### src/rtl/traffic_pkg.sv
// Shared definitions for the intersection scheduler: one-hot state codes,
// lamp encodings and default phase durations.
package traffic_pkg;

  typedef enum logic [8:0] {
    ST_IDLE = 9'b000000001,
    ST_NS_G = 9'b000000010,
    ST_NS_Y = 9'b000000100,
    ST_AR1  = 9'b000001000,
    ST_EW_G = 9'b000010000,
    ST_EW_Y = 9'b000100000,
    ST_AR2  = 9'b001000000,
    ST_PED  = 9'b010000000,
    ST_EMG  = 9'b100000000
  } state_t;

  localparam logic [2:0] LT_RED = 3'b100;
  localparam logic [2:0] LT_YEL = 3'b010;
  localparam logic [2:0] LT_GRN = 3'b001;

  localparam int DEF_G_T   = 10;
  localparam int DEF_Y_T   = 5;
  localparam int DEF_AR_T  = 2;
  localparam int DEF_PED_T = 8;

  // A duration must fit the 5-bit counter and be non-zero so the phase can expire.
  function automatic logic dur_ok(input int d);
    return (d >= 1) && (d <= 31);
  endfunction

endpackage

### src/rtl/phase_timer.sv
// Loadable 5-bit seconds down-counter; expire flags the tick that ends the phase.
module phase_timer #(
  parameter logic [4:0] RST_VAL = 5'd2
) (
  input  logic       clk,
  input  logic       rst_n,
  input  logic       load,
  input  logic [4:0] load_val,
  input  logic       tick,
  output logic [4:0] count,
  output logic       expire
);

  logic [4:0] count_q;
  logic [4:0] count_d;

  // A load always wins: the owner reloads on the same tick that expires the phase.
  always_comb begin
    count_d = count_q;
    if (load) begin
      count_d = load_val;
    end else if (tick && (count_q > 5'd1)) begin
      count_d = count_q - 5'd1;
    end
  end

  always_ff @(posedge clk) begin
    if (!rst_n) begin
      count_q <= RST_VAL;
    end else begin
      count_q <= count_d;
    end
  end

  assign count  = count_q;
  assign expire = tick && (count_q == 5'd1);

endmodule

### src/rtl/intersection_scheduler.sv
// Two-road intersection sequencer with all-red clearance, latched pedestrian
// walk service and an emergency all-red override.
module intersection_scheduler
  import traffic_pkg::*;
#(
  parameter int G_T   = DEF_G_T,
  parameter int Y_T   = DEF_Y_T,
  parameter int AR_T  = DEF_AR_T,
  parameter int PED_T = DEF_PED_T
) (
  input  logic       sys_clk,
  input  logic       sys_rst_n,
  input  logic       tick_1s,
  input  logic       ped_req,
  input  logic       emg_req,
  output logic [2:0] ns_light,
  output logic [2:0] ew_light,
  output logic       walk,
  output logic [4:0] light_t
);

  if (!dur_ok(G_T) || !dur_ok(Y_T) || !dur_ok(AR_T) || !dur_ok(PED_T)) begin : g_bad_dur
    $error("intersection_scheduler: every duration must lie in 1..31");
  end

  localparam logic [4:0] G_V   = 5'(G_T);
  localparam logic [4:0] Y_V   = 5'(Y_T);
  localparam logic [4:0] AR_V  = 5'(AR_T);
  localparam logic [4:0] PED_V = 5'(PED_T);

  state_t     state_q, state_d;
  logic       ped_pend_q, ped_pend_d;
  logic       ped_to_ew_q, ped_to_ew_d;
  logic [2:0] ns_light_q, ns_light_d;
  logic [2:0] ew_light_q, ew_light_d;
  logic       walk_q, walk_d;
  logic       load_d;
  logic [4:0] load_val_d;
  logic       expire;

  phase_timer #(.RST_VAL(AR_V)) u_timer (
    .clk      (sys_clk),
    .rst_n    (sys_rst_n),
    .load     (load_d),
    .load_val (load_val_d),
    .tick     (tick_1s),
    .count    (light_t),
    .expire   (expire)
  );

  always_comb begin
    state_d     = state_q;
    load_d      = 1'b0;
    load_val_d  = '0;
    ped_to_ew_d = ped_to_ew_q;
    ped_pend_d  = ped_pend_q | (ped_req && (state_q != ST_PED));
    unique case (state_q)
      ST_IDLE, ST_AR1, ST_AR2, ST_PED: begin
        if (emg_req) begin
          state_d = ST_EMG;
          load_d  = 1'b1;
          // An interrupted walk is owed again once the override clears.
          if (state_q == ST_PED) ped_pend_d = 1'b1;
        end else if (expire) begin
          load_d = 1'b1;
          if (state_q == ST_IDLE) begin
            state_d    = ST_NS_G;
            load_val_d = G_V;
          end else if (state_q == ST_PED) begin
            state_d    = ped_to_ew_q ? ST_EW_G : ST_NS_G;
            load_val_d = G_V;
          end else if (ped_pend_q || ped_req) begin
            state_d     = ST_PED;
            load_val_d  = PED_V;
            ped_pend_d  = 1'b0;
            ped_to_ew_d = (state_q == ST_AR1);
          end else begin
            state_d    = (state_q == ST_AR1) ? ST_EW_G : ST_NS_G;
            load_val_d = G_V;
          end
        end
      end
      ST_NS_G, ST_EW_G: begin
        if (expire || (tick_1s && emg_req)) begin
          state_d    = (state_q == ST_NS_G) ? ST_NS_Y : ST_EW_Y;
          load_d     = 1'b1;
          load_val_d = Y_V;
        end
      end
      ST_NS_Y, ST_EW_Y: begin
        if (expire) begin
          load_d = 1'b1;
          if (emg_req) begin
            state_d = ST_EMG;
          end else begin
            state_d    = (state_q == ST_NS_Y) ? ST_AR1 : ST_AR2;
            load_val_d = AR_V;
          end
        end
      end
      ST_EMG: begin
        if (tick_1s && !emg_req) begin
          state_d    = ST_AR2;
          load_d     = 1'b1;
          load_val_d = AR_V;
        end
      end
      default: begin
        state_d    = ST_IDLE;
        load_d     = 1'b1;
        load_val_d = AR_V;
      end
    endcase
  end

  // Lamps are decoded from the next state so they change on the same edge as the state.
  always_comb begin
    ns_light_d = LT_RED;
    ew_light_d = LT_RED;
    walk_d     = 1'b0;
    unique case (state_d)
      ST_NS_G: ns_light_d = LT_GRN;
      ST_NS_Y: ns_light_d = LT_YEL;
      ST_EW_G: ew_light_d = LT_GRN;
      ST_EW_Y: ew_light_d = LT_YEL;
      ST_PED:  walk_d     = 1'b1;
      default: ;
    endcase
  end

  always_ff @(posedge sys_clk) begin
    if (!sys_rst_n) begin
      state_q     <= ST_IDLE;
      ped_pend_q  <= 1'b0;
      ped_to_ew_q <= 1'b0;
      ns_light_q  <= LT_RED;
      ew_light_q  <= LT_RED;
      walk_q      <= 1'b0;
    end else begin
      state_q     <= state_d;
      ped_pend_q  <= ped_pend_d;
      ped_to_ew_q <= ped_to_ew_d;
      ns_light_q  <= ns_light_d;
      ew_light_q  <= ew_light_d;
      walk_q      <= walk_d;
    end
  end

  assign ns_light = ns_light_q;
  assign ew_light = ew_light_q;
  assign walk     = walk_q;

  a_one_road_open: assert property (@(posedge sys_clk) disable iff (!sys_rst_n)
    !((ns_light != LT_RED) && (ew_light != LT_RED)));
  a_walk_in_ped: assert property (@(posedge sys_clk) disable iff (!sys_rst_n)
    walk |-> (state_q == ST_PED));
  a_count_live: assert property (@(posedge sys_clk) disable iff (!sys_rst_n)
    (state_q != ST_EMG) |-> (light_t != 5'd0));

endmodule

### config.mk
export PLATFORM = sky130hd
export DESIGN_NAME = intersection_scheduler
export DESIGN_NICKNAME = d
export VERILOG_FILES = /design/src/rtl/traffic_pkg.sv /design/src/rtl/phase_timer.sv /design/src/rtl/intersection_scheduler.sv
export SDC_FILE = /design/constraint.sdc
export NUM_CORES = 1
export LEC_CHECK = 0
export BUFFER_PORTS_ARGS = -buffer_cell sky130_fd_sc_hd__buf_2
export CORE_ASPECT_RATIO = 0.8
export CORE_MARGIN = 8
export CORE_UTILIZATION = 38
export DETAILED_ROUTE_END_ITERATION = 16
export GPL_ROUTABILITY_DRIVEN = 0
export PLACE_DENSITY = 0.57
export REMOVE_ABC_BUFFERS = 1
export SETUP_SLACK_MARGIN = 0.1
export SYNTH_ARGS = -nofsm -noshare
export SYNTH_HDL_FRONTEND = slang
export SYNTH_SLANG_ARGS = --single-unit
export TNS_END_PERCENT = 10
### constraint.sdc
create_clock -name sys_clk -period 5.35 [get_ports sys_clk]
set_input_delay 0 -clock sys_clk [delete_from_list [all_inputs] [get_ports sys_clk]]
set_output_delay 0 -clock sys_clk [all_outputs]
set_load 0.01 [all_outputs]
==> key figures <==
Run status
  – Outcome: finished clean

Route
  – Total wire length: 3755 um
  – Detailed-route via count: 1291
  – DR WL/cell: 17.22 um
  – Routed vias/inst: 5.922
  – Residual DRC: 0
  – Post-route ant nets: 0
  – DR iter-0 viols: 75
  – DRT Pass-1 Iters: 5

Clocking
  – CTS Hold Bufs: 0
  – Resize count post-CTS: 0
  – CTS Buf Count: 3
  – Clock latency on the worst-skew pair: 0.27 ns
  – Sink Count: 23
  – Clock slew at reported path FFs: 0.10 ns
  – CTS tree: done
  – H-tree depth: 1
  – Clk buf depth: 2
  – Post-CTS Setup Bufs: 0
  – Root buf cell: clkbuf_8

Timing
  – Slew @ Worst Pin: 0.7046 ns
  – Fin crit share: 45.71%
  – Peak Freq: 408.9 MHz
  – Setup TNS: 0 ns
  – Hold Fails Final Rpt: 0
  – RSZ-0062 raised after global routing: no
  – Setup-failing EPs final: 0
  – Worst clock skew: 0.01012 ns
  – Worst rel slew slack: 52.63%
  – Max Slew Vio Count: 0
  – Final min period: 2.445 ns

Layout
  – Share of cells above drive strength 1: 17.05%
  – Area delta synth->final: 12.35%
  – Non-Filler Instances: 218
  – Diode count: 0
  – Nets: 184
  – Final Util: 44.57%
  – Design area: 0.001536 mm^2

Worst setup path
  – Crit end category: register
  – CP cell instances: inv_1 > ha_1 > or4b_4 > a21boi_2 > a21bo_1 > nor2_2 > o31ai_1 > o31ai_1
  – Worst-path fanout max: 7
  – Cell mode on critical path: o31ai_1
  – Worst setup SP type: register
  – R2R setup slack: 2.90 ns
  – Required @ worst endpoint: 5.54 ns
  – CP peak stage delay: 0.51 ns
  – Cell family with most CP delay: compound AO/OA/AOI/OAI gates
  – Critical path's slowest cell: or4b_4
  – WP buf/inv: 1
  – WS Path Type: register to register
  – WP data arrival: 2.63 ns

Synth
  – Syn Std Cell Area: 0.001368 mm^2
  – Top FF cell, synth: dfxtp_1
  – Post-synth EDFFs: 0
  – Register area share after synthesis: 33.67%
  – Asr flop ratio synth: 0%
  – Synthesis-stage register bit count: 23
  – Syn Inst Count: 159
  – Yosys cell types: 51
  – Syn Area/Cell: 8.601 um^2
  – Ys Warns: 0

Global routing
  – Gr ovfl total: 0
  – Initial antenna violation count: 0
  – Vias in the first global route: 1229
  – First-pass GRT wire length: 6182 um
  – Largest net degree at the start of global routing: 15
  – Gr usage total: 12.75%

Power and ir drop
  – VDD IR-drop max: 0.1416 mV
  – Power density cells: 280.8 mW/mm^2
  – Pleak: 0.5954 nW

Floorplanning
  – Rows: 19
  – Core Area: 0.003447 mm^2
  – Die width: 83.07 um
  – Die area: 0.005786 mm^2
  – I/O pins: 17
  – Initial Utilization: 39.67%
  – Die Y-Extent: 69.66 um

Placed design
  – # placed instances: 214
  – Post-Place Cell Area: 0.001488 mm^2
  – IO Port Bufs: 16
  – DPL Wire Length: 2842 um

Worst hold path
  – Tightest Hold Check Type: input pin to register

Flow run
  – Maxcap violations: 0
per-stage QoR:
| stage | power (W) | hold WS, ns | worst slack, ns |
|---|---|---|---|
| after floorplan | 0.0002846 | 0.07108 | 3.186 |
| after global placement | 0.0003169 | 0.3255 | 2.984 |
| after detailed placement | 0.0003178 | 0.3282 | 2.962 |
| after CTS | 0.0004337 | 0.05090 | 2.935 |
| after global routing | 0.0004583 | 0.06154 | 2.730 |
| final | 0.0004315 | 0.05249 | 2.905 |
registers in the layout, summed over array words and instances (netlist names):
register       flops
state_q            9
u_timer.count      5
ew_light           3
ns_light           3
ped_pend_q         1
ped_to_ew_q        1
walk               1
cells by family after synthesis:
| kind of cell | count (synthesis) | share of synthesized area (%) |
|---|---|---|
| and+or+nand+nor | 73 | 32.21 |
| xor gates and xnor gates | 7 | 4.483 |
| AOI/OAI and AO/OA | 40 | 23.42 |
| buffers and inverters | 13 | 3.660 |
| muxes | 1 | 0.7320 |
| DFF | 23 | 33.67 |
| adders and majority gates | 2 | 1.830 |
synthesized netlist by cell type (all sizes together), types with 2 or more instances:
master / instances / share of area, %
inv: 10 / 2.7
nand2: 9 / 2.5
o21ai: 7 / 2.6
a21oi: 7 / 2.6
or4b: 2 / 1.7
nand3: 6 / 2.2
and2: 6 / 2.7
o32ai: 3 / 1.9
nor3: 7 / 2.6
ha: 2 / 1.8
clkbuf: 2 / 0.55
o31ai: 4 / 2.2
o21a: 4 / 2.7
and3: 4 / 1.8
dfxtp: 23 / 34
or3: 6 / 2.7
xor2: 2 / 1.3
nand2b: 2 / 0.91
nand4: 6 / 2.7
a221oi: 2 / 3.0
nor4: 5 / 4.9
nor2: 14 / 4.0
xnor2: 5 / 3.2
worst register-to-register path: stages (launching register included):
cell and delay (ns):
dfxtp_1 0.33, inv_1 0.11, ha_1 0.17, or4b_4 0.51, a21boi_2 0.23, a21bo_1 0.26, nor2_2 0.32, o31ai_1 0.16
o31ai_1 0.27
path summary, 6_finish.rpt:
path,from,endpoint,depth (start not counted)
setup / recovery,u_timer.count[1]$_SDFFE_PN1P_,ew_light[2]$_SDFF_PN1_,8
hold / removal,sys_rst_n,u_timer.count[1]$_SDFFE_PN1P_,2
setup reg to reg,u_timer.count[1]$_SDFFE_PN1P_,ew_light[2]$_SDFF_PN1_,8
hold reg to reg,u_timer.count[2]$_SDFFE_PN0P_,u_timer.count[2]$_SDFFE_PN0P_,2
layer usage:
layer / vias up / part of all wire (%) / GRT usage, %
met5: - / 0 / 0
met4: 0 / 0.64 / 2.724
met3: 4 / 5.6 / 3.052
met2: 57 / 43 / 19.31
met1: 594 / 51 / 17.58
li1: 636 / - / -
cell type report:
class / count / area, um^2
Timing Repair Buffer: 16 / 80.08
Clock buffer: 3 / 41.29
Inverter: 10 / 37.54
Fill cell: 335 / 1911
Clock inverter: 1 / 7.507
Sequential cell: 23 / 460.4
Tap cell: 42 / 52.55
Multi-Input combinational cell: 123 / 857.1
power breakdown:
part           internal [W]  leakage, nW  switching, W
combinational     0.0000486        0.387     0.0000769
clock             0.0000528       0.0217     0.0000627
sequential         0.000178        0.186     0.0000122
placed cells by master, fill, tap and decap left out, drive strengths merged, types with 3 or more instances in the layout:
cell,Yosys,final
dfxtp,23,23
buf,1,16
nor2,14,14
inv,10,10
nand2,9,9
nor3,7,7
a21oi,7,7
o21ai,7,7
or3,6,6
nand4,6,6
nand3,6,6
and2,6,6
xnor2,5,5
nor4,5,5
o31ai,4,4
and3,4,4
o21a,4,4
o32ai,3,3
clkbuf,2,3
(Power assumes the default switching activity.)
